File: config.mk
export PLATFORM = sky130hd
export DESIGN_NAME = pattern_scan_ctrl_flat
export DESIGN_NICKNAME = d
export VERILOG_FILES = /design/src/rtl/pattern_scan_ctrl_if.sv /design/src/rtl/pattern_scan_ctrl.sv /design/src/flat_wrapper.sv
export SDC_FILE = /design/constraint.sdc
export NUM_CORES = 1
export LEC_CHECK = 0
export ABC_AREA = 1
export BUFFER_PORTS_ARGS = -buffer_cell sky130_fd_sc_hd__buf_2
export CAP_MARGIN = 20
export CELL_PAD_IN_SITES_DETAIL_PLACEMENT = 2
export CELL_PAD_IN_SITES_GLOBAL_PLACEMENT = 2
export CORE_UTILIZATION = 30
export CTS_CLUSTER_SIZE = 30
export DETAILED_ROUTE_END_ITERATION = 10
export GPL_TIMING_DRIVEN = 0
export PLACE_DENSITY_LB_ADDON = 0.1
export SYNTH_ARGS = -nofsm -noshare
export SYNTH_HDL_FRONTEND = slang
export SYNTH_SLANG_ARGS = --single-unit
File: constraint.sdc
create_clock -name clk -period 3.3 [get_ports clk]
set_input_delay 0.495 -clock clk [delete_from_list [all_inputs] [get_ports clk]]
set_output_delay 0.495 -clock clk [all_outputs]
set_load 0.05 [all_outputs]
File: src/rtl/pattern_scan_ctrl_if.sv
// Word stream handshake between a producer and pattern_scan_ctrl.
// The producer drives valid/data/last and holds them until ready.
interface pattern_scan_ctrl_if #(
    parameter int WORD_W = 8
);
    logic              in_valid;
    logic [WORD_W-1:0] in_data;
    logic              in_last;
    logic              in_ready;

    modport master (
        output in_valid,
        output in_data,
        output in_last,
        input  in_ready
    );

    modport slave (
        input  in_valid,
        input  in_data,
        input  in_last,
        output in_ready
    );
endinterface

File: src/rtl/pattern_scan_ctrl.sv
// Serialises words MSB-first into a programmable sequence detector,
// counting overlapping matches per frame and reporting with a done pulse.
module pattern_scan_ctrl #(
    parameter int WORD_W = 8,
    parameter int PAT_W  = 4
) (
    input  logic               clk,
    input  logic               reset,
    input  logic               cfg_we,
    input  logic [PAT_W-1:0]   cfg_pattern,
    pattern_scan_ctrl_if.slave in_if,
    output logic               busy,
    output logic               done,
    output logic               found,
    output logic [7:0]         match_count,
    output logic [15:0]        first_pos
);

    localparam int CW = $clog2(WORD_W);

    localparam logic [1:0] S_IDLE   = 2'd0;
    localparam logic [1:0] S_SHIFT  = 2'd1;
    localparam logic [1:0] S_REPORT = 2'd2;

    localparam logic [PAT_W-1:0] PAT_RST =
        {1'b1, {(PAT_W-1){1'b0}}} | PAT_W'(1);

    logic [1:0]        state;
    logic [PAT_W-1:0]  pattern;
    logic [PAT_W-1:0]  hist;
    logic [WORD_W-1:0] sreg;
    logic [CW-1:0]     bit_cnt;
    logic [15:0]       frame_cnt;
    logic              last_q;
    logic              frame_open;

    logic              scan_bit;
    logic [PAT_W-1:0]  hist_nxt;
    logic [15:0]       cnt_nxt;
    logic              hit;

    assign scan_bit = sreg[WORD_W-1];
    assign hist_nxt = {hist[PAT_W-2:0], scan_bit};
    assign cnt_nxt  = (frame_cnt == 16'hFFFF) ? frame_cnt
                                              : frame_cnt + 16'd1;
    // A full pattern's worth of frame bits must exist before a match counts
    assign hit = (hist_nxt == pattern) && (cnt_nxt >= 16'(PAT_W));

    assign in_if.in_ready = (state == S_IDLE);
    assign busy           = (state != S_IDLE);
    assign done           = (state == S_REPORT);

    always_ff @(posedge clk or negedge reset) begin
        if (!reset) begin
            state       <= S_IDLE;
            pattern     <= PAT_RST;
            hist        <= '0;
            sreg        <= '0;
            bit_cnt     <= '0;
            frame_cnt   <= '0;
            last_q      <= 1'b0;
            frame_open  <= 1'b0;
            found       <= 1'b0;
            match_count <= '0;
            first_pos   <= '0;
        end else begin
            if (state == S_IDLE && cfg_we)
                pattern <= cfg_pattern;

            unique case (state)
                S_IDLE: begin
                    if (in_if.in_valid) begin
                        sreg    <= in_if.in_data;
                        last_q  <= in_if.in_last;
                        bit_cnt <= '0;
                        state   <= S_SHIFT;
                        if (!frame_open) begin
                            hist        <= '0;
                            frame_cnt   <= '0;
                            match_count <= '0;
                            found       <= 1'b0;
                            first_pos   <= '0;
                            frame_open  <= 1'b1;
                        end
                    end
                end
                S_SHIFT: begin
                    sreg      <= {sreg[WORD_W-2:0], 1'b0};
                    hist      <= hist_nxt;
                    frame_cnt <= cnt_nxt;
                    bit_cnt   <= bit_cnt + CW'(1);
                    if (hit) begin
                        if (match_count != 8'hFF)
                            match_count <= match_count + 8'd1;
                        if (!found) begin
                            found     <= 1'b1;
                            first_pos <= frame_cnt;
                        end
                    end
                    if (bit_cnt == CW'(WORD_W-1))
                        state <= last_q ? S_REPORT : S_IDLE;
                end
                S_REPORT: begin
                    frame_open <= 1'b0;
                    state      <= S_IDLE;
                end
                default: state <= S_IDLE;
            endcase
        end
    end

endmodule

File: src/flat_wrapper.sv
// flat-port wrapper written by rule: the top's interface ports become plain ports
module pattern_scan_ctrl_flat 
#(
    parameter int WORD_W = 8,
    parameter int PAT_W  = 4
)
  (clk, reset, cfg_we, cfg_pattern, busy, done, found, match_count, first_pos, in_if_in_valid, in_if_in_data, in_if_in_last, in_if_in_ready);
  pattern_scan_ctrl_if #(.WORD_W(WORD_W)) in_if_i ();
  input  logic clk;
  input  logic reset;
  input  logic cfg_we;
  input  logic [PAT_W-1:0] cfg_pattern;
  output logic busy;
  output logic done;
  output logic found;
  output logic [7:0] match_count;
  output logic [15:0] first_pos;
  input wire logic [$bits(in_if_i.in_valid)-1:0] in_if_in_valid;
  input wire logic [$bits(in_if_i.in_data)-1:0] in_if_in_data;
  input wire logic [$bits(in_if_i.in_last)-1:0] in_if_in_last;
  output wire logic [$bits(in_if_i.in_ready)-1:0] in_if_in_ready;
  assign in_if_i.in_valid = in_if_in_valid;
  assign in_if_i.in_data = in_if_in_data;
  assign in_if_i.in_last = in_if_in_last;
  assign in_if_in_ready = in_if_i.in_ready;
  pattern_scan_ctrl #(.WORD_W(WORD_W), .PAT_W(PAT_W)) u_core (.clk(clk), .reset(reset), .cfg_we(cfg_we), .cfg_pattern(cfg_pattern), .in_if(in_if_i), .busy(busy), .done(done), .found(found), .match_count(match_count), .first_pos(first_pos));
endmodule
Word-level counts from Yosys, hierarchy flattened:

Cells that the tools add are included.

* add/sub/neg operators: 3
* $mul: 0
* div/mod/pow operators: 0
* $lt $le $gt $ge: 1
* equal/unequal tests: 12
* shift operators: 0
* multiplexer cells: 29
* bitwise logic cells: 0
* reductions and logical operators: 14

Operators by type and width (count)
* 16-bit 2-to-1 mux: 5
* 16-bit one-hot mux with 2 select lines: 2
* 8-bit 2-to-1 mux: 5
* 8-bit one-hot mux with 2 select lines: 2
* 16-bit by 1-bit adder with 16-bit output, second input constant: 1
* 16-bit equality test, second input constant: 1
* 16-bit by 3-bit greater-or-equal comparator with 1-bit output, second input constant: 1
* 3-bit one-hot mux with 2 select lines: 2
* 5-bit AND reduction: 2
* 3-bit 2-to-1 mux: 3
* 8-bit by 1-bit adder with 8-bit output, second input constant: 1
* 8-bit != test, second input constant: 1
* 2-bit AND reduction: 4
* 2-bit 2-to-1 mux: 3
* 2-bit by 1-bit != test with 1-bit output, second input constant: 3
* 2-bit != test, second input constant: 3
* 2-bit nonzero test: 3
* 4-bit equality test: 1
* 1-bit 2-to-1 mux: 4
* 1-bit one-hot mux with 2 select lines: 2
* 2-bit one-hot mux with 2 select lines: 1
* 4-bit AND reduction: 1
* 3-bit by 1-bit adder with 3-bit output, second input constant: 1
* 3-bit equality test, second input constant: 1
* 5 further kinds: 6

* flip-flop bits (word level): 63
* latch bits: 0
* RAM bits: 0
* bits in read-only memories: 0
* output and inout port bits: 28
* word-level logic and storage cells: 70
* memories kept: 0

Longest topological paths before layout:

Gate-level depths: netlist (run 1).

* word-level depth: 6
* gate-level depth with buffers: 15
* gate-level depth less buffers: 15

Least setup slack after synthesis (run 1):

Ideal clock, no wire load.

* path type: register -> register
* from: register u_core.state[0]
* to: register u_core.first_pos[10]
* library setup time: 0.117 ns
* data arrival time: 2.089 ns
* path slack: 1.094 ns
* cell stages (with the launch flop): 8
* buffers on the path: 1
* clock period less this slack: 2.206 ns
* path through: dfrtp_1 nor2_1 nand2_1 nor2_1 clkinv_1 clkbuf_1 nand3_1 nand2_2

* longest elaborated chain between the ends: 3
* elaborated cells between the ends (all ways): 9

RTL lines
* start, declared: line pattern_scan_ctrl.sv:28 `logic [1:0] state;`
* start signal, assigned: line pattern_scan_ctrl.sv:101 `state <= last_q ? S_REPORT : S_IDLE;`
* 2-bit logical NOT *
* net in_if_in_ready: line flat_wrapper.sv:21 `output wire logic [$bits(in_if_i.in_ready)-1:0] in_if_in_ready;`
* 2-bit != test (no source line) or 2-bit nonzero test (tied branches)
* 5-bit AND reduction (no source line)
* end signal, assigned: line pattern_scan_ctrl.sv:97 `first_pos <= frame_cnt;`
* end, declared: line pattern_scan_ctrl.sv:16 `output logic [15:0] first_pos`

The timed path passes the listed nets; every way through them passes the cells marked *.
A chain may end at the register's enable or synchronous reset.

Worst setup path in the final report (run 1):

* from: register u_core.frame_cnt[0]
* to: register u_core.first_pos[7]

* longest elaborated chain between the ends: 6
* elaborated cells between the ends (all ways): 7

RTL lines
* start, declared: line pattern_scan_ctrl.sv:33 `logic [15:0] frame_cnt;`
* start signal, assigned: line pattern_scan_ctrl.sv:90 `frame_cnt <= cnt_nxt;`
* 16-bit by 1-bit adder with 16-bit output or 16-bit equality test (tied branches): line pattern_scan_ctrl.sv:45, pattern_scan_ctrl.sv:44
* 16-bit 2-to-1 mux *: line pattern_scan_ctrl.sv:44 `assign cnt_nxt = (frame_cnt == 16'hFFFF) ? frame_cnt`
* 16-bit by 3-bit greater-or-equal comparator with 1-bit output *: line pattern_scan_ctrl.sv:47 `assign hit = (hist_nxt == pattern) && (cnt_nxt >= 16'(PAT_W));`
* 1-bit logical AND *: line pattern_scan_ctrl.sv:47
* 2-bit by 1-bit != test with 1-bit output (no source line) *
* 5-bit AND reduction (no source line) *

Mark *: on every way between the ends. The rest lies on a longest branch, timed or not.

==> results of run 1 <==
## layer usage
layer,track usage [%],vias up
met5,0,-
met4,5.79,0
met3,4.06,7
met2,34.0,36
met1,24.8,1533
li1,-,1487
## path summary, 6_finish.rpt
kind	from	depth (start not counted)	to
min in group clk	cfg_pattern[2]	2	u_core.pattern[2]$_DFFE_PN0P_
setup / recovery	u_core.frame_cnt[0]$_DFFE_PN0P_	13	u_core.first_pos[7]$_DFFE_PN0P_
hold / removal	reset	1	u_core.frame_cnt[14]$_DFFE_PN0P_
hold reg to reg	u_core.first_pos[4]$_DFFE_PN0P_	2	u_core.first_pos[4]$_DFFE_PN0P_
setup reg to reg	u_core.frame_cnt[0]$_DFFE_PN0P_	13	u_core.first_pos[7]$_DFFE_PN0P_
max in group asynchronous	reset	1	u_core.last_q$_DFFE_PN0P_
## final cells by class
type | instances | area share (%)
buffer | 12 | 1.77
inverter | 49 | 4.48
multi-input combinational | 296 | 38.9
timing repair buffer | 44 | 5.42
tap | 140 | 4.26
clock inverter | 3 | 0.426
sequential | 63 | 38.4
clock buffer | 13 | 6.34
## placed cells by master, fill, tap and decap left out, types with 10 or more instances in the layout
cell type | synthesis | layout
buf_2 | 0 | 43
nand2_2 | 28 | 28
nand4_1 | 10 | 10
nand2_1 | 79 | 79
nor2_1 | 43 | 43
dfrtp_1 | 61 | 61
inv_1 | 41 | 41
o21ai_0 | 20 | 20
nor3_1 | 10 | 10
xor2_1 | 10 | 10
clkbuf_1 | 8 | 10
nand3_1 | 40 | 40
## logic make-up (layout without fill, tap and decap cells)
family	Yosys count	in the layout
compound gates	49	49
xor+xnor	12	12
fa+ha+maj	4	4
buf+inv	61	121
flops	63	63
mux	5	5
simple gates	226	226
## report_power, final
| part | switching [uW] | internal [uW] | leakage (uW) |
|---|---|---|---|
| sequential | 217 | 1060 | 0.000806 |
| combinational | 1240 | 511 | 0.00112 |
| clock | 343 | 547 | 0.000136 |
| total | 1800 | 2120 | 0.00207 |
## sequential cells by signal, indices dropped and copies added, names as in the netlist
register	count
u_core.bit_cnt	3
u_core.first_pos	16
u_core.found	1
u_core.frame_cnt	16
u_core.frame_open	1
u_core.hist	3
u_core.last_q	1
u_core.match_count	8
u_core.pattern	4
u_core.sreg	8
u_core.state	2
## worst max-delay path, delay by kind of cell (launching register included)
kind                       cells  cell delay [ns]
adders and majority gates      1             0.25
and+or+nand+nor               11             1.36
DFF                            1             0.43
buffers and inverters          1             0.17
## stage by stage
| stage | std cells | power [uW] | utilization [%] | hold WS [ns] | cell area, um^2 |
|---|---|---|---|---|---|
| CTS | 620 | 4010 | 37.4 | 0.313 | 4110 |
| floorplan | 420 | 2550 | - | 0.199 | 3430 |
| global placement | 604 | 3020 | 34.8 | 0.464 | 3830 |
| detailed placement | 604 | 3080 | 34.9 | 0.498 | 3830 |
| global route | 620 | 4240 | 37.4 | 0.336 | 4110 |
| finish | 620 | 3930 | 37.4 | 0.278 | 4110 |
==> flow_metrics.py, run 1 <==
metrics = {
    "logic_synthesis": {
        "synthSimpleGateAreaFrac_pct": 31.9,
        "synth.distinct_cells": 35,
        "synth_top_flop_cell": "dfrtp_1",
        "netlist_area_um2": 3430,
        "yosysSeqAreaShare_pct": 46.0,
        "async_flop_share_pct": 100,
        "synth-xor-area-share_pct": 3.06,
        "synth_fa_ha_area_share_pct": 1.46,
        "syn_nets": 441,
        "synth_top_area_share_pct": 44.5,
        "synth_commonest_cells": "nand2_1, dfrtp_1, nor2_1",
        "synthCells": 420,
        "yosysMostFrequentCell": "nand2_1",
        "ys_top_cells_by_area": "dfrtp_1, nand2_1, nand3_1",
        "ys_seq_elements": 63,
        "synth_top_area_cell": "dfrtp_1",
        "synth_top_family_by_area": "simple AND/OR/NAND/NOR gates",
        "synth-compound-area-share_pct": 8.46,
        "synth-edff-count": 0,
        "synth.avg_cell_area_um2": 8.17,
        "synthMuxAreaShare_pct": 1.64,
        "yosys_warnings": 0,
    },
    "timing": {
        "min_period_ns": 2.34,
        "fin_skew_ns": 0.00778,
        "finalMaxSlewViolations": 0,
        "finalSetupTns_ns": 0,
        "slew_headroom_pct": 42.4,
        "setup_viol": 0,
        "rsz0062_at_grt": "no",
        "final.period_utilization_pct": 70.8,
        "worst_pin_slew_ns": 0.863,
        "max_freq_ghz": 0.428,
        "hold_viol": 0,
        "timing.final.ws_setup_ns": 0.965,
    },
    "grt": {
        "grt_overflow_total": 0,
        "track_usage_pct": 19.8,
        "grt_max_degree": 64,
        "antenna_found_initial": 0,
        "grt_pass1_wl_um": 17400,
        "grt_pass1_vias": 3354,
    },
    "clock_tree": {
        "cts_root_buf": "clkbuf_16",
        "cts_buffers": 9,
        "clk_pin_slew_ns": 0.05,
        "postCtsHoldBufs": 0,
        "postCtsSetupRepairBufs": 0,
        "htreeDepth": 3,
        "cts_resized": 0,
        "clockBufferDepth": 2,
        "clock_sinks": 63,
        "cts_tree": "built",
        "clock_latency_ns": 0.33,
    },
    "detailed_routing": {
        "firstDrtPassIters": 4,
        "wl_per_cell_um": 16.7,
        "wl_met3_um": 266,
        "viasPerCell": 4.94,
        "wl_met1_um": 4810,
        "drt-total-wl_um": 10400,
        "drtAntennaViolNets": 0,
        "drtIter0Drc": 67,
        "dr.max_layer_used": "met4",
        "drc": 0,
        "route.met2.wl_um": 5190,
        "vias": 3063,
    },
    "place": {
        "portBuffers": 44,
        "routabilityCongestion": 0.728,
        "post-place-ws_ns": 0.894,
        "dpl.hpwl_um": 7700,
    },
    "flow_run": {
        "maxCapViolations": 0,
    },
    "worst_setup_path": {
        "crit_fanout": 10,
        "cp_slowest_cell": "dfrtp_1",
        "critical_path_arrival_ns": 2.55,
        "worstPathRequired_ns": 3.52,
        "timing.critical_path.cells": "ha_1 > nand3_1 > nor2_2 > nand4_1 > nand2_1 > nand4_1 > nor2_2 > nand3_2 > nand3_4 > nand2_4 > buf_12 > nand2_2 > nand2_2",
        "crit_type": "reg -> reg",
        "cp-end-kind": "flip-flop",
        "cp-start-kind": "flip-flop",
        "slowest_delay_ns": 0.43,
        "reg2reg_setup_slack_ns": 0.96,
    },
    "power_and_ir_drop": {
        "power_density_nw_per_um2": 956,
        "p_leak_uw": 0.00207,
        "ir_drop_mv": 0.347,
    },
    "floorplan": {
        "fp.dieW_um": 109,
        "die_y_um": 109,
        "num_rows": 38,
        "num_io_pins": 45,
        "floorplan.die_area_um2": 11900,
        "start_util_pct": 31.2,
        "core_area_um2": 11000,
    },
    "finish": {
        "final_nets": 496,
        "n_antenna_cell": 0,
        "multiInputGateArea_um2": 1600,
        "area_growth_pct": 19.7,
        "nFillCells": 1294,
        "ff_latch_area_um2": 1580,
        "drive_gt1_share_pct": 24.0,
    },
    "min_path": {
        "hp-class": "in -> async",
    },
    "status": {
        "status": "finished clean",
    },
}
(Power assumes the default switching activity.)
==> inputs of run 2 (changes only) <==
--- a/config.mk
+++ b/config.mk
@@ -5,7 +5,7 @@
 export SDC_FILE = /design/constraint.sdc
 export NUM_CORES = 1
 export LEC_CHECK = 0
-export ABC_AREA = 1
+export ABC_AREA = 0
 export BUFFER_PORTS_ARGS = -buffer_cell sky130_fd_sc_hd__buf_2
 export CAP_MARGIN = 20
 export CELL_PAD_IN_SITES_DETAIL_PLACEMENT = 2
==> constraint.sdc (replaced) <==
create_clock -name clk -period 2.2 [get_ports clk]
set_input_delay 0.33 -clock clk [delete_from_list [all_inputs] [get_ports clk]]
set_output_delay 0.33 -clock clk [all_outputs]
set_load 0.05 [all_outputs]
==> flow_metrics.py, run 2 <==
metrics = {
    "status": {
        "violations": "setup timing",
        "status": "finished with violations",
    },
    "floorplan": {
        "core_area_um2": 10500,
        "fp.dieW_um": 107,
        "num_rows": 37,
        "die_y_um": 107,
        "start_util_pct": 31.4,
        "num_io_pins": 45,
        "floorplan.die_area_um2": 11400,
    },
    "worst_setup_path": {
        "critical_path_arrival_ns": 2.93,
        "crit_top_cell": "nor4_4",
        "critPathTopFamily": "simple AND/OR/NAND/NOR gates",
        "slowest_delay_ns": 0.50,
        "crit_fanout": 10,
        "worstPathRequired_ns": 2.43,
        "cp_slowest_cell": "or4b_4",
        "crit_buf_inv": 2,
        "timing.critical_path.cells": "ha_4 > nand3_4 > nor4_4 > mux2i_2 > or4b_4 > nor4_4 > buf_6 > nor4_4 > buf_6 > a22o_1",
        "cp-start-kind": "flip-flop",
        "cp-end-kind": "flip-flop",
        "crit_type": "reg -> reg",
        "reg2reg_setup_slack_ns": -0.49,
    },
    "grt": {
        "antenna_found_initial": 0,
        "grt_pass1_vias": 3258,
        "track_usage_pct": 20.2,
        "grt_overflow_total": 0,
        "grt_max_degree": 64,
        "grt_pass1_wl_um": 17700,
    },
    "detailed_routing": {
        "firstDrtPassIters": 4,
        "drtAntennaViolNets": 0,
        "wl_per_cell_um": 19.2,
        "drc": 0,
        "drtIter0Drc": 92,
        "vias": 2983,
        "drt-total-wl_um": 10600,
        "viasPerCell": 5.38,
    },
    "logic_synthesis": {
        "syn_nets": 355,
        "yosysMostFrequentCell": "dfrtp_1",
        "ys_seq_elements": 63,
        "synth_commonest_cells": "dfrtp_1, nand2_1, o21ai_0",
        "yosys_warnings": 0,
        "synth-edff-count": 0,
        "synthCells": 334,
        "synth_top_area_share_pct": 46.5,
        "async_flop_share_pct": 100,
        "synth_top_area_cell": "dfrtp_1",
        "netlist_area_um2": 3280,
        "synth.distinct_cells": 49,
        "synth.avg_cell_area_um2": 9.83,
        "yosysSeqAreaShare_pct": 48.1,
        "synth_top_flop_cell": "dfrtp_1",
        "ys_top_cells_by_area": "dfrtp_1, a22o_1, nand2_1",
    },
    "timing": {
        "worst_pin_slew_ns": 0.826,
        "timing.final.ws_setup_ns": -0.491,
        "rsz0062_at_grt": "yes",
        "hold_viol": 0,
        "final.period_utilization_pct": 122,
        "slew_headroom_pct": 45.0,
        "max_freq_ghz": 0.372,
        "finalMaxSlewViolations": 0,
        "fin_skew_ns": 0.0164,
        "setup_viol": 25,
        "min_period_ns": 2.69,
        "fin_hold_ws_ns": 0.0769,
    },
    "power_and_ir_drop": {
        "p_leak_uw": 0.00196,
        "p_total_uw": 5630,
        "ir_drop_mv": 0.499,
        "power_density_nw_per_um2": 1310,
    },
    "clock_tree": {
        "cts_tree": "built",
        "clock_sinks": 63,
        "cts_buffers": 9,
        "clk_pin_slew_ns": 0.08,
        "cts_root_buf": "clkbuf_8",
        "htreeDepth": 3,
        "clockBufferDepth": 2,
        "clock_latency_ns": 0.35,
        "postCtsHoldBufs": 0,
    },
    "finish": {
        "largestRegisters": "u_core.first_pos x16, u_core.frame_cnt x16",
        "multiInputGateArea_um2": 1720,
        "ff_latch_area_um2": 1590,
        "drive_gt1_share_pct": 32.1,
        "fin_area_um2": 4280,
        "final_common_cell": "dfrtp_1",
        "n_antenna_cell": 0,
        "layout.cells.non_filler": 554,
        "nFillCells": 1175,
        "final_cell_mix": "dfrtp_1, buf_2, nand2_1, o21ai_0, buf_4",
        "area_growth_pct": 30.5,
        "final_nets": 434,
    },
    "flow_run": {
        "maxCapViolations": 0,
    },
    "place": {
        "routabilityCongestion": 0.828,
        "portBuffers": 44,
        "dp_cells": 514,
        "post-place-ws_ns": -0.963,
        "placed_area_um2": 3730,
        "dpl.hpwl_um": 6910,
    },
    "min_path": {
        "hp-class": "in -> async",
    },
}
run 2: changes by cell type after synthesis, moves of 18 or more:
| cell | before | now |
|---|---|---|
| inv_1 | 41 | 8 |
| nand2_1 | 79 | 41 |
| a22o_1 | 2 | 20 |
| nand3_1 | 40 | 16 |
| nand2_2 | 28 | 0 |
| nor2_1 | 43 | 19 |
run 2: logic make-up (layout without fill, tap and decap cells):
group	Yosys count	after routing	synth area share (%)
flops	63	63	48.1
buf+inv	28	112	3.85
compound gates	94	94	19.0
fa+ha+maj	4	4	1.53
simple gates	122	122	20.5
xor+xnor	7	7	1.87
mux	16	16	5.11
run 2: final cells by class:
cell class	count	share of cell area [%]
multi-input cells	243	40.1
inverters	8	0.701
clock buffers	13	3.71
clock inverters	3	0.993
repair buffers	71	10.4
plain buffers	17	3.07
flip-flops and latches	63	37.0
well taps	136	3.97
run 2: final timing paths:
path	from	end	cells past startpoint
worst max-delay path	u_core.frame_cnt[0]$_DFFE_PN0P_	u_core.first_pos[14]$_DFFE_PN0P_	10
worst min-delay path	reset	u_core.match_count[4]$_DFFE_PN0P_	1
worst max register to register	u_core.frame_cnt[0]$_DFFE_PN0P_	u_core.first_pos[14]$_DFFE_PN0P_	10
worst min register to register	u_core.sreg[4]$_DFFE_PN0P_	u_core.sreg[5]$_DFFE_PN0P_	2
max in group asynchronous	reset	u_core.frame_cnt[3]$_DFFE_PN0P_	1
min in group clk	cfg_pattern[3]	u_core.pattern[3]$_DFFE_PN1P_	2
run 2: repair_timing:
| item | CTS | global route |
|---|---|---|
| resized for setup | 37 | 10 |
| endpoints found under the setup margin | 27 | 27 |
| buffers inserted | 26 | 3 |
| pin swaps | 20 | 5 |
run 2: where the power goes:
part	switching, uW	internal [uW]	total, uW
Combinational	1620	1100	2720
Sequential	334	1500	1830
Clock	495	585	1080
Total	2450	3190	5630
run 2: through the flow:
stage,TNS [ns],util [%]
2_1_floorplan,-7.50,-
3_3_place_gp,-21.15,35.7
3_5_place_dp,-22.07,35.7
4_1_cts,-11.60,40.6
5_1_grt,-15.31,40.9
6_report,-11.21,40.9
run 2: layer usage:
layer,GRT usage [%],routed length [um]
met5,0,0
met4,6.07,137
met2,33.9,5270
met1,26.6,4930
met3,3.53,283
